--- config.mk ---
export PLATFORM = sky130hd
export DESIGN_NAME = data_ram_arbiter
export DESIGN_NICKNAME = d
export VERILOG_FILES = /design/src/rtl/data_ram_arbiter.sv
export SDC_FILE = /design/constraint.sdc
export NUM_CORES = 1
export LEC_CHECK = 0
export CORE_MARGIN = 2
export CORE_UTILIZATION = 30
export DETAILED_ROUTE_END_ITERATION = 10
export PLACE_DENSITY = 0.85
export SETUP_SLACK_MARGIN = 0.15
export SYNTH_ARGS = -nofsm -noshare
export SYNTH_HDL_FRONTEND = slang
export SYNTH_SLANG_ARGS = --single-unit
--- constraint.sdc ---
create_clock -name clock -period 2.9 [get_ports clock]
set_clock_uncertainty 0.05 [all_clocks]
set_input_delay 0.435 -clock clock [delete_from_list [all_inputs] [get_ports clock]]
set_output_delay 0.435 -clock clock [all_outputs]
set_load 0.01 [all_outputs]
--- src/rtl/data_ram_arbiter.sv ---
// data_ram_arbiter: shares one data RAM port between the CPU LSU (req0)
// and the display/DMA reader (req1) using round-robin arbitration.
// A requester may lock the grant for bursts. A starvation guard breaks a
// lock once the other side has waited MAX_WAIT cycles.
// Ports: clock, reset (async, active low);
//   reqN_valid/write/lock/address/wdata in, reqN_ready out;
//   rspN_valid/rdata/error out; lock_broken out;
//   ram_read_enable/write_enable/address/write_data out, ram_read_data in.
// Option: define DATA_RAM_ARB_BOUNDS_EN to reject addresses >= DEPTH
//   with an error response instead of touching the RAM.
module data_ram_arbiter #(
    parameter int ADDR_WIDTH = 17,
    parameter int DATA_WIDTH = 24,
    parameter int DEPTH      = 90000,
    parameter int MAX_WAIT   = 16
) (
    input  logic                  clock,
    input  logic                  reset,
    input  logic                  req0_valid,
    input  logic                  req0_write,
    input  logic                  req0_lock,
    input  logic [ADDR_WIDTH-1:0] req0_address,
    input  logic [DATA_WIDTH-1:0] req0_wdata,
    output logic                  req0_ready,
    output logic                  rsp0_valid,
    output logic [DATA_WIDTH-1:0] rsp0_rdata,
    output logic                  rsp0_error,
    input  logic                  req1_valid,
    input  logic                  req1_write,
    input  logic                  req1_lock,
    input  logic [ADDR_WIDTH-1:0] req1_address,
    input  logic [DATA_WIDTH-1:0] req1_wdata,
    output logic                  req1_ready,
    output logic                  rsp1_valid,
    output logic [DATA_WIDTH-1:0] rsp1_rdata,
    output logic                  rsp1_error,
    output logic                  lock_broken,
    output logic                  ram_read_enable,
    output logic                  ram_write_enable,
    output logic [ADDR_WIDTH-1:0] ram_address,
    output logic [DATA_WIDTH-1:0] ram_write_data,
    input  logic [DATA_WIDTH-1:0] ram_read_data
);

    typedef enum logic [1:0] {
        IDLE,
        LOCKED0,
        LOCKED1
    } state_t;

    localparam logic [7:0] WAIT_LIMIT = 8'(MAX_WAIT);

    state_t                state;
    state_t                state_next;
    logic                  last_grant;
    logic                  last_grant_next;
    logic [7:0]            wait_count;
    logic [7:0]            wait_count_next;
    logic                  grant0;
    logic                  grant1;
    logic                  break_lock;
    logic                  xfer;
    logic                  win_write;
    logic                  win_lock;
    logic                  win_oob;
    logic [ADDR_WIDTH-1:0] win_address;
    logic [DATA_WIDTH-1:0] win_wdata;
    logic                  rsp_pending;
    logic                  rsp_owner;
    logic                  rsp_write;
    logic                  rsp_oob;
    logic [DATA_WIDTH-1:0] rdata_gated;

    // Grant decision. Under a lock only the owner is served, unless the
    // waiter has been blocked for MAX_WAIT cycles.
    always_comb begin
        grant0     = 1'b0;
        grant1     = 1'b0;
        break_lock = 1'b0;
        unique case (state)
            IDLE: begin
                grant0 = req0_valid && (!req1_valid || last_grant);
                grant1 = req1_valid && (!req0_valid || !last_grant);
            end
            LOCKED0: begin
                break_lock = (wait_count == WAIT_LIMIT) && req1_valid;
                grant1     = break_lock;
                grant0     = req0_valid && !break_lock;
            end
            LOCKED1: begin
                break_lock = (wait_count == WAIT_LIMIT) && req0_valid;
                grant0     = break_lock;
                grant1     = req1_valid && !break_lock;
            end
            default: begin
                grant0 = 1'b0;
            end
        endcase
        if (!reset) begin
            grant0     = 1'b0;
            grant1     = 1'b0;
            break_lock = 1'b0;
        end
    end

    assign xfer        = grant0 || grant1;
    assign win_write   = grant1 ? req1_write   : req0_write;
    assign win_lock    = grant1 ? req1_lock    : req0_lock;
    assign win_address = grant1 ? req1_address : req0_address;
    assign win_wdata   = grant1 ? req1_wdata   : req0_wdata;

`ifdef DATA_RAM_ARB_BOUNDS_EN
    localparam logic [ADDR_WIDTH:0] LIMIT = (ADDR_WIDTH + 1)'(DEPTH);
    assign win_oob = {1'b0, win_address} >= LIMIT;
`else
    assign win_oob = 1'b0;
`endif

    // The winner's lock bit alone picks the next state, which covers
    // idle grants, owner bursts and a waiter taking over a broken lock.
    always_comb begin
        state_next      = state;
        last_grant_next = last_grant;
        wait_count_next = 8'd0;
        if (xfer) begin
            last_grant_next = grant1;
            if (win_lock) begin
                state_next = grant1 ? LOCKED1 : LOCKED0;
            end else begin
                state_next = IDLE;
            end
        end
        if (state == LOCKED0 && req1_valid && !grant1) begin
            wait_count_next = wait_count + 8'd1;
        end
        if (state == LOCKED1 && req0_valid && !grant0) begin
            wait_count_next = wait_count + 8'd1;
        end
    end

    always_ff @(posedge clock or negedge reset) begin
        if (!reset) begin
            state       <= IDLE;
            last_grant  <= 1'b1;
            wait_count  <= 8'd0;
            rsp_pending <= 1'b0;
            rsp_owner   <= 1'b0;
            rsp_write   <= 1'b0;
            rsp_oob     <= 1'b0;
        end else begin
            state       <= state_next;
            last_grant  <= last_grant_next;
            wait_count  <= wait_count_next;
            rsp_pending <= xfer;
            rsp_owner   <= grant1;
            rsp_write   <= win_write;
            rsp_oob     <= win_oob;
        end
    end

    assign req0_ready  = grant0;
    assign req1_ready  = grant1;
    assign lock_broken = break_lock;

    assign ram_write_enable = xfer && win_write && !win_oob;
    assign ram_read_enable  = xfer && !win_write && !win_oob;
    assign ram_address      = xfer ? win_address : '0;
    assign ram_write_data   = xfer ? win_wdata : '0;

    // Only real reads carry RAM data back; writes and rejected
    // accesses answer with zero.
    assign rdata_gated = (rsp_pending && !rsp_write && !rsp_oob) ?
                         ram_read_data : '0;

    assign rsp0_valid = rsp_pending && !rsp_owner;
    assign rsp1_valid = rsp_pending && rsp_owner;
    assign rsp0_rdata = rsp0_valid ? rdata_gated : '0;
    assign rsp1_rdata = rsp1_valid ? rdata_gated : '0;
    assign rsp0_error = rsp0_valid && rsp_oob;
    assign rsp1_error = rsp1_valid && rsp_oob;

endmodule

# Yosys cells after proc, flatten, opt, wreduce, memory -nomap -nowiden

Cells that the tools add are included.

$add $sub $neg: 1
Equality and inequality tests: 3
Multiplexer cells: 19
Reduce and logical (&&, ||, !) cells: 29

Operator list:

| kind                                                | number |
|---|---|
| 2-to-1 mux 24 bit                                   | 5 |
| 2-to-1 mux 17 bit                                   | 2 |
| 2-to-1 mux 8 bit                                    | 2 |
| logical AND 1 bit                                   | 15 |
| logical NOT 1 bit                                   | 10 |
| adder 8 x 1 -> 8 bit, second input constant         | 1 |
| equality test 8 x 5 -> 1 bit, second input constant | 1 |
| one-hot mux 1 bit (3 select lines)                  | 2 |
| 2-to-1 mux 1 bit                                    | 5 |
| 2-to-1 mux 2 bit                                    | 2 |
| logical OR 1 bit                                    | 3 |
| equality test 2 x 1 -> 1 bit, second input constant | 1 |
| equality test 2 bit, second input constant          | 1 |
| logical NOT 2 bit                                   | 1 |
| one-hot mux 1 bit (2 select lines)                  | 1 |

Flip-flop bits (word level): 14
Bits of input ports: 114
Output and inout port bits: 98

# Longest topological paths before layout

Gate-level depths: netlist of run 1.

Depth after elaboration: 10
Gate-level depth with buffers: 9
Mapped depth without buffers: 7

# Worst setup path before layout of run 1

Ideal clock, no wire load.

Path type: reg2out
From: register wait_count[0]
To: output ram_address[0]
Data arrival time: 2.183 ns
Required time: 2.415 ns
Setup slack: 0.232 ns
Cell stages (with the launch flop): 10
Cell sequence: dfrtp_1 -> inv_1 -> ha_1 -> or4b_4 -> or4_4 -> buf_6 -> o21a_4 -> clkinv_8 -> buf_8 -> o2bb2ai_1

Cells in the longest elaborated chain, start to end: 8
Elaborated cells between the ends (all ways): 14

RTL lines:

| what                                                  | line     | text |
|---|---|---|
| from (decl)                                           | 57       | `logic [7:0] wait_count;` |
| from (signal assigned)                                | 153      | `wait_count <= wait_count_next;` |
| equality test 8 x 5 -> 1 bit *                        | 86, 91   |  |
| logical AND 1 bit (on tied branches)                  | 91, 86   |  |
| logical NOT 1 bit (on tied branches)                  | 93, 88   |  |
| logical AND 1 bit (on tied branches)                  | 93, 88   |  |
| one-hot mux 1 bit (3 select lines)                    | 80       | `unique case (state)` |
| 2-to-1 mux 1 bit                                      | 99       | `if (!reset) begin` |
| 2-to-1 mux 17 bit or logical OR 1 bit (tied branches) | 109, 106 |  |
| 2-to-1 mux 17 bit *                                   | 167      | `assign ram_address = xfer ? win_address : '0;` |
| to (decl)                                             | 40       | `output logic [ADDR_WIDTH-1:0] ram_address,` |

Every way passes the cells marked *; elsewhere a longest branch is shown, timed or not.

# Worst setup path in the final report of run 1

From: register wait_count[0]
To: output ram_write_data[4]

Cells in the longest elaborated chain, start to end: 8
Elaborated cells between the ends (all ways): 14

RTL lines:

| what                                                  | line     | text |
|---|---|---|
| equality test 8 x 5 -> 1 bit *                        | 86, 91   |  |
| logical AND 1 bit (on tied branches)                  | 91, 86   |  |
| logical NOT 1 bit (on tied branches)                  | 93, 88   |  |
| logical AND 1 bit (on tied branches)                  | 93, 88   |  |
| one-hot mux 1 bit (3 select lines)                    | 80       |  |
| 2-to-1 mux 1 bit                                      | 99       |  |
| 2-to-1 mux 24 bit or logical OR 1 bit (tied branches) | 110, 106 |  |
| 2-to-1 mux 24 bit *                                   | 168      | `assign ram_write_data = xfer ? win_wdata : '0;` |
| to (decl)                                             | 41       | `output logic [DATA_WIDTH-1:0] ram_write_data,` |

Marks and branches as above.

==> metrics.md, run 1 <==
| Metric | Value |
|---|---|
| Outcome | `complete, but fails checks` |
| Failing checks | `setup timing` |
| Clock network power share | `9.1%` |
| Area contributors post-synth | `o211ai_1, dfrtp_1, and2_1, o2bb2ai_1, o2bb2ai_2` |
| Die Area | `7780 sq um` |
| Final Hold Fails | `0` |
| EDFF count, synth | `0` |
| Largest delay share family, worst path | `buffers and inverters` |
| TritonCTS Buffers | `3` |
| Yosys top cell area share | `17.0%` |
| Total GRT Usage | `24.7%` |
| Reg-to-Reg End | `state[0]$_DFFE_PN0P_` |
| CTS max path bufs | `2` |
| WL/cell | `17.5 um` |
| Initial antenna violation count | `0` |
| Setup WS pre-CTS | `-276 ps` |
| Logic pwr share | `78.0%` |
| Synthesized instance count | `253` |
| # port buffers | `209` |
| TritonCTS Sinks | `14` |
| Type of origin of the critical path | `register` |
| Slew @ Worst Pin | `614 ps` |
| GRT overflow | `0` |
| Slew Limit Fails | `0` |
| DRT Wirelength | `10.5 mm` |
| Worst Path Arrival | `2540 ps` |
| Core area | `6830 sq um` |
| Post-DP HPWL | `7.45 mm` |
| Most common library cells after synthesis | `and2_1, o211ai_1, o2bb2ai_1, dfrtp_1` |
| CP Buf/Inv Count | `7` |
| Cell taking the most area after synthesis | `o211ai_1` |
| Syn_area_per_cell | `8.40 sq um` |
| ANT nets after route | `0` |
| Routability cong. | `0.908` |
| Seq pwr share | `12.9%` |
| Ys flop type | `dfrtp_1` |
| Antenna cell count | `0` |
| Vias in the first global route | `2982` |
| Cell variety after synth | `43` |
| Post-DP Area | `4520 sq um` |
| Sequential element share of the synthesized area | `16.5%` |
| Initial cell density of the core | `31.1%` |
| Worst R2R Setup Slack | `380 ps` |
| Headroom to the max-slew limit | `58.9%` |
| Vias per cell | `5.14` |
| DR vias | `3070` |
| Starting DRT DRC Count | `87` |
| Hold wc startpoint | `last_grant$_DFFE_PN1P_` |
| H-tree depth | `1` |
| CP Capture Type | `output pin` |
| CTS tree | `built` |
| # setup viols final | `43` |
| Hold Path End | `last_grant$_DFFE_PN1P_` |
| CP required | `2410 ps` |
| Largest net degree at the start of global routing | `27` |
| CP peak stage delay | `480 ps` |
| Remaining DRCs | `0` |
| Worst Path Max Fanout | `6` |
| Leak | `2.03 nW` |
| Crit-path slowest cell | `or4b_4` |
| FMAX | `0.330 GHz` |
| R2R depth | `10` |
| Design area | `4900 sq um` |
| Layout net count | `622` |
| RSZ-0062 raised after global routing | `yes` |
| Top-count cell post-synth | `and2_1` |
| Pwr Total | `0.00213 W` |
| Ys Warns | `0` |
| Fin crit share | `104%` |
| Hold Crit Depth | `1` |
| Int Pwr | `0.00126 W` |
| Final Critical Period | `3030 ps` |
| Sw frac | `40.9%` |
| Clock Pin Slew Worst Setup and Hold Paths | `60 ps` |
| Die Y | `88.2 um` |
| Share of cells above drive strength 1 | `29.9%` |
| Root buf cell | `clkbuf_8` |
| Die W | `88.2 um` |
| Io pins | `212` |
| CP Cell Sequence | `inv_1 -> ha_1 -> or4b_4 -> buf_6 -> nor3_4 -> buf_6 -> a22oi_2 -> buf_12 -> buf_12 -> buf_16 -> o2bb2ai_2 -> buf_2` |
| Async set or reset register ratio after synthesis | `100%` |
| Register bit count reported by yosys | `14` |
| FP Rows | `30` |
| Post-Syn Area | `2130 sq um` |
| Layout Area Growth over Synthesis | `130%` |
| P per Cell Area | `434 nW/um^2` |
| Reg2reg start | `wait_count[0]$_DFF_PN0_` |
| Clk Latency, worst-skew pair | `240 ps` |
| Hold Crit Class | `reg2reg` |
| First-pass GRT wire length | `15.1 mm` |
| Maxcap violations | `0` |
| CP Class | `reg2out` |
| Post-layout worst setup margin | `-130 ps` |
| Levels on crit path | `12` |
| Maximum VDD drop | `0.260 mV` |
| 1st-pass router iterations | `4` |
| Net Switching | `0.000870 W` |
==> registers in the layout, summed over array words and instances, names as in the netlist <==
| register | cells |
|---|---|
| wait_count | 8 |
| state | 2 |
| last_grant | 1 |
| rsp_owner | 1 |
| rsp_pending | 1 |
| rsp_write | 1 |
==> layout make-up <==
cell class	instances	area (sq um)
fillers	517	1930
well taps	96	120
repair buffers	268	2560
flip-flops and latches	14	352
clock buffers	4	55.1
multi-input cells	203	1710
inverters	8	42.5
repair inverters	4	60.1
==> metrics by stage <==
stage / cells / hold WS (ps) / TNS (ps) / util, %
3_5_place_dp: 568 / 483 / -8750 / 66.2
6_report: 597 / 490 / -2400 / 71.7
4_1_cts: 589 / 492 / -3090 / 69.3
2_1_floorplan: 254 / 89.4 / 0 / -
3_3_place_gp: 568 / 476 / -8200 / 66.2
5_1_grt: 597 / 508 / -5330 / 71.7
==> layout by cell type (no fill, tap or decap), types with 5 or more instances in the layout <==
cell / synthesis / routed
inv_1: 6 / 6
buf_2: 10 / 40
a21oi_1: 10 / 10
xor2_1: 5 / 5
dfrtp_1: 13 / 13
ha_1: 6 / 6
o2bb2ai_2: 9 / 20
buf_4: 4 / 37
and2_1: 49 / 49
clkdlybuf4s50_1: 0 / 163
buf_6: 1 / 11
buf_12: 1 / 10
o2bb2ai_1: 33 / 19
o211ai_1: 48 / 48
nand3_1: 5 / 5
==> worst reg2reg max path: cells and delay by family (launching register included) <==
| family | cells | cell delay (ps) |
|---|---|---|
| adder cells (fa/ha/maj) | 1 | 130 |
| multiplexers | 1 | 190 |
| AND/OR/NAND/NOR | 2 | 870 |
| flip-flops | 1 | 370 |
| buffers and inverters | 5 | 620 |
| AO/OA/AOI/OAI | 1 | 220 |
==> routing by layer <==
metal | global-route usage (%) | part of all wire [%] | wire length [um]
met4 | 9.64 | 3.6 | 374
met1 | 29.0 | 39 | 4080
met2 | 44.4 | 49 | 5170
met3 | 4.24 | 8.1 | 845
met5 | 0 | 0 | 0
==> worst max-delay path by stage <==
| stage | startpoint | endpoint |
|---|---|---|
| floorplan | wait_count[0]$_DFF_PN0_ | ram_address[0] |
| global placement | reset | ram_address[0] |
| detailed placement | req0_valid | ram_write_enable |
| CTS | wait_count[0]$_DFF_PN0_ | ram_address[0] |
| global route | wait_count[1]$_DFF_PN0_ | ram_write_data[4] |
| finish | wait_count[0]$_DFF_PN0_ | ram_write_data[4] |
==> kinds of logic (layout without fill, tap and decap cells) <==
kind of cell               count (synthesis)  count (layout)  share of synthesized area [%]
xor gates and xnor gates                   6               6                           2.47
AOI/OAI and AO/OA                        112             112                           43.4
muxes                                      1               1                          0.471
adders and majority gates                  6               6                           3.53
buffers and inverters                     37             284                           11.1
other                                      1               2                          0.176
and+or+nand+nor                           76              76                           22.3
DFF                                       14              14                           16.5
==> power by group through the flow <==
stage                     Combinational (W)  Clock [W]  Sequential (W)
after floorplan                    0.000688          0        0.000273
after global placement              0.00145          0        0.000275
after detailed placement            0.00147          0        0.000278
after CTS                           0.00157   0.000193        0.000275
after global routing                0.00176   0.000200        0.000281
final                               0.00166   0.000193        0.000275
==> timing repair <==
item,in CTS,in global routing
cloned,7,0
resized for setup,208,20
hold buffers,0,0
setup endpoints to repair,46,46
pin swaps,5,6
setup buffers,10,8
No activity file was read; power rests on OpenSTA's default activity.
==> run 2, diff against run 1 <==
==> constraint.sdc (replaced) <==
create_clock -name clock -period 2.9 [get_ports clock]
set_clock_uncertainty 0.05 [all_clocks]
set_input_delay 0.435 -clock clock [delete_from_list [all_inputs] [get_ports clock]]
set_output_delay 0.435 -clock clock [all_outputs]
set_load 0.05 [all_outputs]
==> run 2 against run 1 <==
  * The run still ends with setup timing left
  * Sequential cell count did not move
  * Critical path depth fell by 2
  * Register-to-register slack improved by 60 ps
  * Non-clock buffer count down 19
  * Combinational power is 77% higher
  * Sequential share of layout area shrank 1.0 points
  * Core utilization increased by 12 points
  * Sequential power grew 2%
  * Critical path type unchanged
  * Critical endpoint is now ram_write_data[2]
  * Highest routed layer unchanged
==> metrics.md, run 2 (synthesis gave the netlist of run 1 again) <==
| Metric | Value |
|---|---|
| Outcome | `complete, but fails checks` |
| Failing checks | `setup timing` |
| Root buf cell | `clkbuf_8` |
| CP Capture Type | `output pin` |
| Design area | `5740 sq um` |
| Clock Pin Slew Worst Setup and Hold Paths | `70 ps` |
| Post-DP Area | `5380 sq um` |
| Setup TNS | `-5530 ps` |
| TritonCTS Buffers | `3` |
| CP required | `2410 ps` |
| Int Pwr | `0.00172 W` |
| Share of cells above drive strength 1 | `35.6%` |
| 1st-pass router iterations | `4` |
| P per Cell Area | `596 nW/um^2` |
| FP Rows | `30` |
| # port buffers | `209` |
| WL/cell | `18.9 um` |
| # fillers | `376` |
| Clock network power share | `5.8%` |
| CTS max path bufs | `2` |
| Vias in the first global route | `3095` |
| Antenna cell count | `0` |
| Worst Path Arrival | `2610 ps` |
| Starting DRT DRC Count | `121` |
| # setup viols final | `44` |
| Hold Crit Class | `in2async` |
| Area of the multi-input gates | `2190 sq um` |
| Post-layout worst setup margin | `-194 ps` |
| Core area | `6830 sq um` |
| Fin crit share | `107%` |
| Routability cong. | `0.817` |
| Most frequent cells in the layout | `clkdlybuf4s50_1, and2_1, o211ai_1, buf_12, buf_4` |
| Reg with most FFs | `wait_count` |
| Io pins | `212` |
| Die W | `88.2 um` |
| DRT Wirelength | `10.8 mm` |
| Die Y | `88.2 um` |
| Leading cell type in the layout, fill and taps excluded | `clkdlybuf4s50_1` |
| Final Util | `84.0%` |
| DR vias | `2990` |
| Largest net degree at the start of global routing | `44` |
| Remaining DRCs | `0` |
| H-tree depth | `1` |
| Headroom to the max-slew limit | `53.0%` |
| Type of origin of the critical path | `register` |
| Worst Path Max Fanout | `6` |
| Initial antenna violation count | `0` |
| RSZ-0062 raised after global routing | `yes` |
| TritonCTS Sinks | `14` |
| Max reg flops | `8` |
| Hold_buf cts | `0` |
| Final Critical Period | `3090 ps` |
| Register area | `352 sq um` |
| Placed Cells | `556` |
| Logic pwr share | `86.0%` |
| Slew Limit Fails | `0` |
| Slew @ Worst Pin | `701 ps` |
| GRT overflow | `0` |
| Vias per cell | `5.21` |
| Layout net count | `599` |
| Clk Latency, worst-skew pair | `260 ps` |
| Final Hold Fails | `0` |
| CTS tree | `built` |
| First-pass GRT wire length | `15.5 mm` |
| Sw frac | `49.6%` |
| Maximum VDD drop | `0.433 mV` |
| Post-DP HPWL | `8.05 mm` |
| FMAX | `0.323 GHz` |
| Leak | `2.20 nW` |
| Layout Area Growth over Synthesis | `170%` |
| Die Area | `7780 sq um` |
| Initial cell density of the core | `31.1%` |
| Layout Cells excl Fill | `574` |
| Top flop regs | `wait_count x8, state x2` |
| Maxcap violations | `0` |
| Total GRT Usage | `25.5%` |
| Seq pwr share | `8.2%` |
| CP Class | `reg2out` |
| ANT nets after route | `0` |
| Net Switching | `0.00170 W` |
==> run 2: cell count changes in the layout (fill, tap and decap cells not counted), moves of 6 or more <==
cell             before  now
buf_12               10   48
buf_2                40    0
buf_4                37   46
buf_6                11    5
clkdlybuf4s50_1     163  139
o2bb2ai_1            19    2
o2bb2ai_2            20    7
o2bb2ai_4             3   33
==> run 2: final timing paths <==
kind / from / depth (start not counted) / endpoint / slack [ps]
max: wait_count[1]$_DFF_PN0_ / 10 / ram_write_data[2] / -190
min: reset / 2 / rsp_pending$_DFF_PN0_ / 520
max reg2reg: wait_count[1]$_DFF_PN0_ / 6 / wait_count[1]$_DFF_PN0_ / 440
min reg2reg: last_grant$_DFFE_PN1P_ / 1 / last_grant$_DFFE_PN1P_ / 520
max in group asynchronous: reset / 2 / last_grant$_DFFE_PN1P_ / 2030
min in group clock: last_grant$_DFFE_PN1P_ / 1 / last_grant$_DFFE_PN1P_ / 520
==> run 2: cell type report <==
| cell class | count | share of cell area (%) |
|---|---|---|
| Clock buffer | 4 | 0.960 |
| Inverter | 8 | 0.785 |
| Multi-Input combinational cell | 203 | 38.1 |
| Sequential cell | 14 | 6.13 |
| Tap cell | 96 | 2.09 |
| Timing Repair Buffer | 249 | 51.9 |
==> run 2: metal layers <==
layer  vias to the layer above  routed length [um]  global-route usage, %
met5                         -                   0                      0
met4                         0                 196                   7.99
met3                        16                 951                   8.39
met2                       149                6020                   49.1
met1                      1413                3660                   25.6
li1                       1412                   -                      -
==> run 2: repair_timing <==
item,in CTS,in global routing
buffers inserted,6,7
pin swaps,2,3
resized for setup,16,14
endpoints found under the setup margin,53,45
cloned,0,1
==> run 2: worst max-delay path: stages (launching register included) <==
cell and delay, ps:
dfrtp_1 400, inv_1 60, ha_1 130, or4b_4 490, or3_4 390, a22oi_2 200
buf_12 180, buf_12 130, buf_12 120, o2bb2ai_4 80, buf_12 160
==> run 2: metrics by stage <==
stage	worst slack, ps	power (W)	hold slack (ps)
floorplan	-78.0	0.00189	89.4
global placement	26.4	0.00298	478
detailed placement	-33.3	0.00303	506
global route	-306	0.00355	522
CTS	-177	0.00331	504
finish	-194	0.00342	516
==> run 2: power by group through the flow <==
| stage | registers [W] | logic (W) | clock network (W) |
|---|---|---|---|
| after CTS | 0.000280 | 0.00283 | 0.000195 |
| after floorplan | 0.000273 | 0.00162 | 0 |
| after detailed placement | 0.000285 | 0.00275 | 0 |
| after global placement | 0.000279 | 0.00270 | 0 |
| after global routing | 0.000286 | 0.00306 | 0.000208 |
| final | 0.000281 | 0.00294 | 0.000197 |
==> run 3, diff against run 2 <==
--- a/config.mk
+++ b/config.mk
@@ -5,6 +5,7 @@
 export SDC_FILE = /design/constraint.sdc
 export NUM_CORES = 1
 export LEC_CHECK = 0
+export CAP_MARGIN = 0
 export CORE_MARGIN = 2
 export CORE_UTILIZATION = 30
 export DETAILED_ROUTE_END_ITERATION = 10
==> results of run 3 <==
Same layout as run 2: the final DEF is identical, and so are final timing and power.
